File: src/rtl/ps2_pkg.sv
// Shared constants, FSM state type and scan-code to ASCII lookup for the
// PS/2 key decoder.
package ps2_pkg;

    localparam logic [7:0] PS2_EXT   = 8'hE0;  // extended-key prefix
    localparam logic [7:0] PS2_BRK   = 8'hF0;  // break (key release) prefix
    localparam logic [7:0] SEG_BLANK = 8'hFF;  // all segments off, dp off

    // Prefix-tracking states of the set-2 byte stream
    typedef enum logic [1:0] {
        ST_IDLE,
        ST_EXT,
        ST_BRK,
        ST_EXT_BRK
    } ps2_state_t;

    // Set-2 make code to ASCII; letters map to lowercase, unmapped codes to 0
    function automatic logic [7:0] scan2ascii(input logic [7:0] code);
        logic [7:0] ascii;
        ascii = 8'h00;
        case (code)
            8'h1C: ascii = 8'h61;  // a
            8'h32: ascii = 8'h62;  // b
            8'h21: ascii = 8'h63;  // c
            8'h23: ascii = 8'h64;  // d
            8'h24: ascii = 8'h65;  // e
            8'h2B: ascii = 8'h66;  // f
            8'h34: ascii = 8'h67;  // g
            8'h33: ascii = 8'h68;  // h
            8'h43: ascii = 8'h69;  // i
            8'h3B: ascii = 8'h6A;  // j
            8'h42: ascii = 8'h6B;  // k
            8'h4B: ascii = 8'h6C;  // l
            8'h3A: ascii = 8'h6D;  // m
            8'h31: ascii = 8'h6E;  // n
            8'h44: ascii = 8'h6F;  // o
            8'h4D: ascii = 8'h70;  // p
            8'h15: ascii = 8'h71;  // q
            8'h2D: ascii = 8'h72;  // r
            8'h1B: ascii = 8'h73;  // s
            8'h2C: ascii = 8'h74;  // t
            8'h3C: ascii = 8'h75;  // u
            8'h2A: ascii = 8'h76;  // v
            8'h1D: ascii = 8'h77;  // w
            8'h22: ascii = 8'h78;  // x
            8'h35: ascii = 8'h79;  // y
            8'h1A: ascii = 8'h7A;  // z
            8'h45: ascii = 8'h30;  // 0
            8'h16: ascii = 8'h31;  // 1
            8'h1E: ascii = 8'h32;  // 2
            8'h26: ascii = 8'h33;  // 3
            8'h25: ascii = 8'h34;  // 4
            8'h2E: ascii = 8'h35;  // 5
            8'h36: ascii = 8'h36;  // 6
            8'h3D: ascii = 8'h37;  // 7
            8'h3E: ascii = 8'h38;  // 8
            8'h46: ascii = 8'h39;  // 9
            8'h29: ascii = 8'h20;  // space
            8'h5A: ascii = 8'h0D;  // enter
            default: ascii = 8'h00;
        endcase
        return ascii;
    endfunction

endpackage

File: src/rtl/seg7_hex.sv
// One hexadecimal digit on an active-low 7-segment display, {dp,g..a}.
// The decimal point is never lit; 'blank' turns the whole digit off.
module seg7_hex
    import ps2_pkg::*;
(
    input  logic [3:0] nibble,
    input  logic       blank,
    output logic [7:0] seg
);

    // Glyph decode; bit 7 (dp) stays high in every pattern
    always_comb begin
        seg = SEG_BLANK;
        if (!blank) begin
            case (nibble)
                4'h0: seg = 8'hC0;
                4'h1: seg = 8'hF9;
                4'h2: seg = 8'hA4;
                4'h3: seg = 8'hB0;
                4'h4: seg = 8'h99;
                4'h5: seg = 8'h92;
                4'h6: seg = 8'h82;
                4'h7: seg = 8'hF8;
                4'h8: seg = 8'h80;
                4'h9: seg = 8'h90;
                4'hA: seg = 8'h88;
                4'hB: seg = 8'h83;
                4'hC: seg = 8'hC6;
                4'hD: seg = 8'hA1;
                4'hE: seg = 8'h86;
                4'hF: seg = 8'h8E;
                default: seg = SEG_BLANK;
            endcase
        end
    end

endmodule

File: src/rtl/ps2_key_decoder.sv
// PS/2 set-2 key decoder: buffers receiver bytes in a small FIFO, strips
// E0/F0 prefixes, tracks the held key with its ASCII code and a press
// counter, and drives six 7-segment digits.
module ps2_key_decoder
    import ps2_pkg::*;
#(
    parameter int FIFO_DEPTH = 4,   // power of two, at least 2
    parameter int CNT_W      = 8
)(
    input  logic             clk,
    input  logic             resetn,
    input  logic [7:0]       in_data,
    input  logic             in_valid,
    output logic             in_ready,
    output logic             overflow,
    output logic             key_valid,
    output logic [7:0]       key_code,
    output logic             key_ext,
    output logic [7:0]       key_ascii,
    output logic [CNT_W-1:0] press_count,
    output logic [7:0]       hex0,
    output logic [7:0]       hex1,
    output logic [7:0]       hex2,
    output logic [7:0]       hex3,
    output logic [7:0]       hex4,
    output logic [7:0]       hex5
);

    localparam int PTR_W = $clog2(FIFO_DEPTH);

    // ------------------------------------------------------------------
    // Input FIFO: pointers carry one extra wrap bit to tell full from empty
    // ------------------------------------------------------------------
    logic [7:0]     fifo_mem [FIFO_DEPTH];
    logic [PTR_W:0] wr_ptr_reg;
    logic [PTR_W:0] rd_ptr_reg;
    logic           fifo_empty;
    logic           fifo_full;
    logic           push;
    logic           pop;
    logic [7:0]     pop_byte;
    logic           overflow_reg;

    assign fifo_empty = (wr_ptr_reg == rd_ptr_reg);
    assign fifo_full  = (wr_ptr_reg[PTR_W] != rd_ptr_reg[PTR_W]) &&
                        (wr_ptr_reg[PTR_W-1:0] == rd_ptr_reg[PTR_W-1:0]);

    // A push is judged on the fullness at the start of the cycle only, so a
    // same-cycle pop never frees room for a byte offered while full.
    assign in_ready = !fifo_full;
    assign push     = in_valid && !fifo_full;
    // The decoder never stalls: drain one byte every cycle there is one.
    assign pop      = !fifo_empty;
    // Read is asynchronous so the decoder sees the head byte in the pop cycle.
    assign pop_byte = fifo_mem[rd_ptr_reg[PTR_W-1:0]];

    // Storage write; contents need no reset since pointers gate every read
    always_ff @(posedge clk) begin
        if (push) begin
            fifo_mem[wr_ptr_reg[PTR_W-1:0]] <= in_data;
        end
    end

    // Pointer advance and sticky overflow flag
    always_ff @(posedge clk or negedge resetn) begin
        if (!resetn) begin
            wr_ptr_reg   <= '0;
            rd_ptr_reg   <= '0;
            overflow_reg <= 1'b0;
        end else begin
            if (push) begin
                wr_ptr_reg <= wr_ptr_reg + 1'b1;
            end
            if (pop) begin
                rd_ptr_reg <= rd_ptr_reg + 1'b1;
            end
            if (in_valid && fifo_full) begin
                overflow_reg <= 1'b1;
            end
        end
    end

    // ------------------------------------------------------------------
    // Prefix FSM and held-key state
    // ------------------------------------------------------------------
    ps2_state_t       state_reg,       state_next;
    logic             key_valid_reg,   key_valid_next;
    logic [7:0]       key_code_reg,    key_code_next;
    logic             key_ext_reg,     key_ext_next;
    logic [7:0]       key_ascii_reg,   key_ascii_next;
    logic [CNT_W-1:0] press_count_reg, press_count_next;
    // Count digits stay blank until the first press after reset
    logic             count_shown_reg, count_shown_next;

    logic is_make;
    logic is_break;
    logic byte_ext;
    logic same_key;

    // Register the decoder state; all of it updates only on popped bytes
    always_ff @(posedge clk or negedge resetn) begin
        if (!resetn) begin
            state_reg       <= ST_IDLE;
            key_valid_reg   <= 1'b0;
            key_code_reg    <= 8'h00;
            key_ext_reg     <= 1'b0;
            key_ascii_reg   <= 8'h00;
            press_count_reg <= '0;
            count_shown_reg <= 1'b0;
        end else begin
            state_reg       <= state_next;
            key_valid_reg   <= key_valid_next;
            key_code_reg    <= key_code_next;
            key_ext_reg     <= key_ext_next;
            key_ascii_reg   <= key_ascii_next;
            press_count_reg <= press_count_next;
            count_shown_reg <= count_shown_next;
        end
    end

    // Classify the popped byte as prefix, make or break, then apply it
    always_comb begin
        state_next       = state_reg;
        key_valid_next   = key_valid_reg;
        key_code_next    = key_code_reg;
        key_ext_next     = key_ext_reg;
        key_ascii_next   = key_ascii_reg;
        press_count_next = press_count_reg;
        count_shown_next = count_shown_reg;
        is_make          = 1'b0;
        is_break         = 1'b0;
        byte_ext         = 1'b0;

        if (pop) begin
            case (state_reg)
                ST_IDLE: begin
                    if (pop_byte == PS2_EXT) begin
                        state_next = ST_EXT;
                    end else if (pop_byte == PS2_BRK) begin
                        state_next = ST_BRK;
                    end else begin
                        is_make = 1'b1;
                    end
                end
                ST_EXT: begin
                    if (pop_byte == PS2_BRK) begin
                        state_next = ST_EXT_BRK;
                    end else if (pop_byte == PS2_EXT) begin
                        // Repeated E0 keeps waiting for the real code
                        state_next = ST_EXT;
                    end else begin
                        is_make    = 1'b1;
                        byte_ext   = 1'b1;
                        state_next = ST_IDLE;
                    end
                end
                ST_BRK: begin
                    is_break   = 1'b1;
                    state_next = ST_IDLE;
                end
                ST_EXT_BRK: begin
                    is_break   = 1'b1;
                    byte_ext   = 1'b1;
                    state_next = ST_IDLE;
                end
                default: begin
                    state_next = ST_IDLE;
                end
            endcase
        end

        same_key = key_valid_reg && (key_ext_reg == byte_ext) &&
                   (key_code_reg == pop_byte);

        // A make of the already-held key is typematic repeat and is ignored
        if (is_make && !same_key) begin
            key_valid_next   = 1'b1;
            key_code_next    = pop_byte;
            key_ext_next     = byte_ext;
            key_ascii_next   = byte_ext ? 8'h00 : scan2ascii(pop_byte);
            press_count_next = press_count_reg + CNT_W'(1);
            count_shown_next = 1'b1;
        end

        // Only the release of the held key clears it; other breaks are noise
        if (is_break && same_key) begin
            key_valid_next = 1'b0;
        end
    end

    assign overflow    = overflow_reg;
    assign key_valid   = key_valid_reg;
    assign key_code    = key_code_reg;
    assign key_ext     = key_ext_reg;
    assign key_ascii   = key_ascii_reg;
    assign press_count = press_count_reg;

    // ------------------------------------------------------------------
    // Display: two digits each of code, ASCII and low count byte
    // ------------------------------------------------------------------
    logic [7:0] count_byte;

    generate
        if (CNT_W >= 8) begin : g_cnt_wide
            assign count_byte = press_count_reg[7:0];
        end else begin : g_cnt_narrow
            assign count_byte = {{(8 - CNT_W){1'b0}}, press_count_reg};
        end
    endgenerate

    logic [3:0] digit_nib   [6];
    logic       digit_blank [6];
    logic [7:0] digit_seg   [6];

    // Route registered values to digit positions with their blanking
    always_comb begin
        digit_nib[0]   = key_code_reg[3:0];
        digit_nib[1]   = key_code_reg[7:4];
        digit_nib[2]   = key_ascii_reg[3:0];
        digit_nib[3]   = key_ascii_reg[7:4];
        digit_nib[4]   = count_byte[3:0];
        digit_nib[5]   = count_byte[7:4];
        digit_blank[0] = !key_valid_reg;
        digit_blank[1] = !key_valid_reg;
        digit_blank[2] = !key_valid_reg;
        digit_blank[3] = !key_valid_reg;
        digit_blank[4] = !count_shown_reg;
        digit_blank[5] = !count_shown_reg;
    end

    genvar gi;
    generate
        for (gi = 0; gi < 6; gi++) begin : g_digit
            seg7_hex u_seg (
                .nibble (digit_nib[gi]),
                .blank  (digit_blank[gi]),
                .seg    (digit_seg[gi])
            );
        end
    endgenerate

    assign hex0 = digit_seg[0];
    assign hex1 = digit_seg[1];
    assign hex2 = digit_seg[2];
    assign hex3 = digit_seg[3];
    assign hex4 = digit_seg[4];
    assign hex5 = digit_seg[5];

endmodule

File: config.mk
export PLATFORM = sky130hd
export DESIGN_NAME = ps2_key_decoder
export DESIGN_NICKNAME = d
export VERILOG_FILES = /design/src/rtl/ps2_pkg.sv /design/src/rtl/seg7_hex.sv /design/src/rtl/ps2_key_decoder.sv
export SDC_FILE = /design/constraint.sdc
export NUM_CORES = 1
export LEC_CHECK = 0
export BUFFER_PORTS_ARGS = -buffer_cell sky130_fd_sc_hd__buf_2
export CORE_ASPECT_RATIO = 0.9
export CORE_MARGIN = 1
export CORE_UTILIZATION = 62
export CTS_BUF_LIST = sky130_fd_sc_hd__clkbuf_2 sky130_fd_sc_hd__clkbuf_4 sky130_fd_sc_hd__clkbuf_8
export DETAILED_ROUTE_END_ITERATION = 7
export PLACE_DENSITY = 0.83
export SYNTH_ARGS = -nofsm -noshare
export SYNTH_HDL_FRONTEND = slang
export SYNTH_SLANG_ARGS = --single-unit
File: constraint.sdc
create_clock -name clk -period 7.8 [get_ports clk]
set_input_delay 0.78 -clock clk [delete_from_list [all_inputs] [get_ports clk]]
set_output_delay 0.78 -clock clk [all_outputs]
set_load 0.02 [all_outputs]
---- Yosys cells after proc, flatten, opt, wreduce, memory -nomap -nowiden ----
Memory sizes are Yosys's and may differ from the RTL's.
Index checks and enable logic that the tools add are counted.
word-level totals
  register bits after elaboration ......... 36
  RAM bits ................................ 32
  bits in read-only memories .............. 1568
  logic and storage cells ................. 73
  memories ................................ 8
operators by class
  add/sub/neg operators ................... 3
  eq/ne operators ......................... 11
  muxes and demuxes ....................... 27
  bitwise gates (word level) .............. 1
  reductions and logical operators ........ 13
memories
  name              depth  width  read ports  clocked after memory_dff  write ports  line            text
  (name not given)  128    7      1           0                         0            ps2_pkg.sv:21   case (code)
  (name not given)  16     7      1           0                         0            seg7_hex.sv:15  case (nibble)
  (name not given)  16     7      1           0                         0            seg7_hex.sv:15
  (name not given)  16     7      1           0                         0            seg7_hex.sv:15
  (name not given)  16     7      1           0                         0            seg7_hex.sv:15
  (name not given)  16     7      1           0                         0            seg7_hex.sv:15
  +2 memories       n/a    n/a    n/a         n/a                       n/a          n/a
operator list
  kind                                                 number
  two-way mux 8 bit                                    8
  equality test 8 bit, second input constant           2
  two-way mux 1 bit                                    13
  adder 8 x 1 -> 8 bit, second input constant          1
  equality test 8 bit                                  1
  logical AND 1 bit                                    7
  adder 3 x 1 -> 3 bit, second input constant          2
  two-way mux 2 bit                                    3
  case mux 2 bit (3 select lines)                      1
  equality test 2 bit, second input constant           2
  case mux 1 bit (2 select lines)                      2
  equality test 3 bit                                  1
  inequality test 3 bit, second input constant         1
  equality test 2 x 1 -> 1 bit, second input constant  1
  equality test 2 bit                                  1
  zero test 1 bit                                      2
  zero test 2 bit                                      1
  AND reduction 2 bit                                  1
  nonzero test 2 bit                                   1
  OR reduction 2 bit                                   1
  equality test 1 bit                                  1
  inequality test 1 bit                                1
  inverter 1 bit                                       1

---- Logic depth before layout (Yosys ltp) ----
An unclocked memory read counts as a cell.
  word-level depth ........................ 13
  mapped depth ............................ 13
  gate-level depth less buffers ........... 10

---- Cells and area by module ----
A second synthesis with hierarchy kept.
unflattened totals
  cells, all modules ...................... 543
  area total of the unflattened synthesis .. 5629.1 sq um
by module, submodules not included
  module           instances  cells an instance  area each (sq um)
  ps2_key_decoder  1          321                3767.4
  seg7_hex         6          37                 310.3

---- Least setup slack after synthesis ----
Ideal clock, no wire load.
  path type ............................... reg2reg
  start ................................... reg rd_ptr_reg[0]
  end ..................................... reg key_ascii_reg[3], in the netlist key_ascii[3]
  setup time .............................. 0.103 ns
  arrival time ............................ 2.798 ns
  path slack .............................. 4.899 ns
  stages on the path, launching flop included .. 13
  buffers on the path ..................... 4
  clock period less this slack ............ 2.901 ns
  path through ............................ dfrtp_1 buf_6 buf_6 mux4_2 buf_2 inv_1 ha_1 nand4_1 or4_1 o311ai_2 o21ai_4 buf_6 o41ai_2
on the way
  cells in the longest elaborated chain, start to end .. 11
  elaborated cells between the ends (all ways) .. 21
  those cells by class .................... 5 x eq/ne; 10 x mux; 4 x reduce/logical; 2 x memory
RTL lines
  what                             line                                            text
  from (decl)                      ps2_key_decoder.sv:36                           logic [PTR_W:0] rd_ptr_reg;
  from (signal assigned)           ps2_key_decoder.sv:75                           rd_ptr_reg <= rd_ptr_reg + 1'b1;
  memory (4 x 8 bit) *             n/a
  via pop_byte[0]                  ps2_key_decoder.sv:41                           logic [7:0] pop_byte;
  equality test 8 bit              ps2_key_decoder.sv:137, ps2_key_decoder.sv:148
  two-way mux 1 bit                ps2_key_decoder.sv:148                          end else if (pop_byte == PS2_EXT) begin
  two-way mux 1 bit                ps2_key_decoder.sv:146                          if (pop_byte == PS2_BRK) begin
  case mux 1 bit (2 select lines)  ps2_key_decoder.sv:135                          case (state_reg)
  two-way mux 1 bit                ps2_key_decoder.sv:134                          if (pop) begin
  equality test 1 bit              ps2_key_decoder.sv:172                          same_key = key_valid_reg && (key_ext_reg == byte_ext) &&
  logical AND 1 bit (2 in series)  ps2_key_decoder.sv:172
  zero test 1 bit                  ps2_key_decoder.sv:176                          if (is_make && !same_key) begin
  logical AND 1 bit                ps2_key_decoder.sv:176
  to (signal assigned)             ps2_key_decoder.sv:115                          key_ascii_reg <= key_ascii_next;
  to (decl)                        ps2_key_decoder.sv:90                           logic [7:0] key_ascii_reg, key_ascii_next;
The timed path passes the listed nets; every way through them passes the cells marked *.
A chain may end at the register's enable or synchronous reset.

---- Worst setup path in the final report ----
  start ................................... reg rd_ptr_reg[1]
  end ..................................... reg key_code_reg[7], in the netlist key_code[7]
on the way
  cells in the longest elaborated chain, start to end .. 11
  elaborated cells between the ends (all ways) .. 18
  those cells by class .................... 5 x eq/ne; 8 x mux; 4 x reduce/logical; 1 x memory
RTL lines
  what                             line                                            text
  memory (4 x 8 bit)               n/a
  equality test 8 bit              ps2_key_decoder.sv:137, ps2_key_decoder.sv:148
  two-way mux 1 bit                ps2_key_decoder.sv:148
  two-way mux 1 bit                ps2_key_decoder.sv:146
  case mux 1 bit (2 select lines)  ps2_key_decoder.sv:135
  two-way mux 1 bit                ps2_key_decoder.sv:134
  equality test 1 bit              ps2_key_decoder.sv:172
  logical AND 1 bit (2 in series)  ps2_key_decoder.sv:172
  zero test 1 bit                  ps2_key_decoder.sv:176
  logical AND 1 bit                ps2_key_decoder.sv:176
  to (signal assigned)             ps2_key_decoder.sv:113                          key_code_reg <= key_code_next;
  to (decl)                        ps2_key_decoder.sv:88                           logic [7:0] key_code_reg, key_code_next;
Several ways; a longest one is shown, not always the timed one.

==> run metrics <==
outcome=completed; Total GRT Usage=0.295; placed insts=741; post-synth top area cell=edfxtp_1; Crit path required time=about 8100 ps; # H-tree levels=3; final slew viol count=0; starting DRC count in detailed routing=354; Max Cap Viol=0; area post-placement=slightly below 0.006 mm2; die area=0.00914 mm2; num ports=87; final worst path period need=4160 ps; max FFs per register=32; gr ovfl total=0; metal3 WL=just over 900 um; Seq cells post-synth=67; nature of the critical path endpoint=flip-flop; Synth cell types=58; startpoint class of the critical path=flip-flop; total number of vias=4676; top-count cell post-synth=nand2_1; r2r startpoint=rd_ptr_reg[1]; Final Hold Viols=0; critical path, cell by cell=mux2i_1 > mux2_2 > inv_1 > or2_4 > nor2_1 > o311ai_2 > o21ai_4 > mux2_2; nets=~690; CP max stage delay=1040 ps; final hold slack=498 ps; final std cells w/o fill=757; clk_lat worst skew=370 ps; Starting Density=0.637; Top FF cell, synth=dfrtp_1; cell mode on critical path=mux2_2; Final Wtd Congestion=0.953; fmax=240 MHz; Reg clk slew, reported paths=80 ps; total CTS buffers=9; # setup viols final=0; CP max stage cell=dfrtp_1; Area growth syn-to-layout=9.72%; CP Launch Point=rd_ptr_reg[1]; drt drc=0; period utilization=0.534; Worst Hold Class=input port to asynchronous set/reset pin; Antenna Nets Post-Route=0; synthesized instance count=581; M1 wire length=5610 um; Core Rows=32; Synth async-reset ratio=0.522; Avg Cell Area, Syn=9.35 um2; layout cell share with drive strength beyond 1=0.193; PortBufs=79; initial antenna violation count=0; Final Cell Area=approximately 0.006 mm2; Synth Cell Area=between 0.005 and 0.006 mm2; Synth top area share=0.177; Initial DRT Pass Iterations=5; register area share after synthesis=0.338; Highest Signal Layer=met4; CTS Root Cell=clkbuf_8; CTS resizes=0; total core area=0.00853 mm2; Hold-fix buffers, CTS=0; n_diodes=0; WL met2=5760 um; Post-Route WL=12700 um; deepest clock path buffer count=2; worst-margin pin slew=1050 ps; HPWL after detailed placement=roughly 9100 um; WP data arrival=4410 ps; largest cells by area after synthesis=edfxtp_1 (18%), dfrtp_1 (16%), ha_1 (11%); clock sink count=67; filler instances=683; setup TNS=0 ps; CTS tree=done; clk_skew=8.71 ps; relative slew slack=0.299; DIE HEIGHT=90.8 um; Die Wd=101 um; Commonest cells post-synth=nand2_1 (66), ha_1 (47), o21ai_0 (42), inv_1 (39), dfrtp_1 (35); Post-CTS Setup Repair Bufs=0; vias in the first global route=4290; Avg WL per Cell=16.7 um; pin count of the biggest net entering global routing=38; Post-synth EDFFs=32; Critical Path Fanout Max=37; WS Path Type=flip-flop to flip-flop; first-pass GRT wire length=21000 um; Ys Warns=0; RSZ-0062 raised after global routing=no; vias per std cell=6.18
-- stage by stage --
step | setup WS [ps] | utilization
3_3_place_gp | 3850 | 0.677
2_1_floorplan | 4900 | -
5_1_grt | 3310 | 0.699
4_1_cts | 3680 | 0.699
6_report | 3640 | 0.699
3_5_place_dp | 3730 | 0.677
-- worst max-delay path, delay by kind of cell (launching register included) --
kind	cells	cell delay, ps
multiplexers	3	1080
AND/OR/NAND/NOR	2	660
flip-flops	1	1040
buffers and inverters	1	360
AO/OA/AOI/OAI	2	880
-- worst paths after layout --
| check | end | slack [ps] | cells past startpoint |
|---|---|---|---|
| min | key_ascii[1] | 500 | 1 |
| max in group asynchronous | key_valid | 6800 | 1 |
| min in group clk | overflow | 510 | 1 |
| max | key_code[7] | 3640 | 8 |
| min reg2reg | overflow | 510 | 1 |
| max reg2reg | key_code[7] | 3640 | 8 |
-- metal layers --
layer | GRT usage | vias up
met5 | 0 | -
met4 | 0.121 | 0
met2 | 0.458 | 233
met3 | 0.0550 | 42
li1 | - | 2187
met1 | 0.405 | 2214
-- cell families after synthesis --
| kind of cell | share of synthesized area |
|---|---|
| AND/OR/NAND/NOR | 0.135 |
| AO/OA/AOI/OAI | 0.180 |
| buffers and inverters | 0.0688 |
| flip-flops | 0.338 |
| multiplexers | 0.125 |
| adder cells (fa/ha/maj) | 0.108 |
| XOR/XNOR | 0.0433 |
| other | 0.00138 |
-- cells in the final DEF, fill, tap and decap left out, types with 8 or more instances in the layout --
cell      Yosys  final
nor2_1       31     31
edfxtp_1     32     32
buf_2         5     79
nand2_1      66     66
mux2i_1      32     32
o311ai_0      8      8
mux2_2       10     10
inv_1        39     39
ha_1         47     47
nor3_1        8      8
o21ai_0      42     42
dfrtp_1      35     35
o211ai_1     28     28
clkbuf_8      0      9
nand3_1      16     16
xnor2_1      21     21
a21oi_1      17     17
mux4_2       11     11
nand2b_1     11     11
a31oi_1       8      8
-- layout make-up --
type                    count  area (um2)  share of cell area
clock buffers               9         124              0.0208
multi-input cells         436        3240               0.544
clock inverters             7        65.1              0.0109
repair buffers             79         395              0.0663
well taps                 119         149              0.0250
flip-flops and latches     67        1840               0.308
inverters                  40         150              0.0252
Power is not shown: default switching activity piles up to over one toggle a cycle in this logic, so the estimate is an artifact.
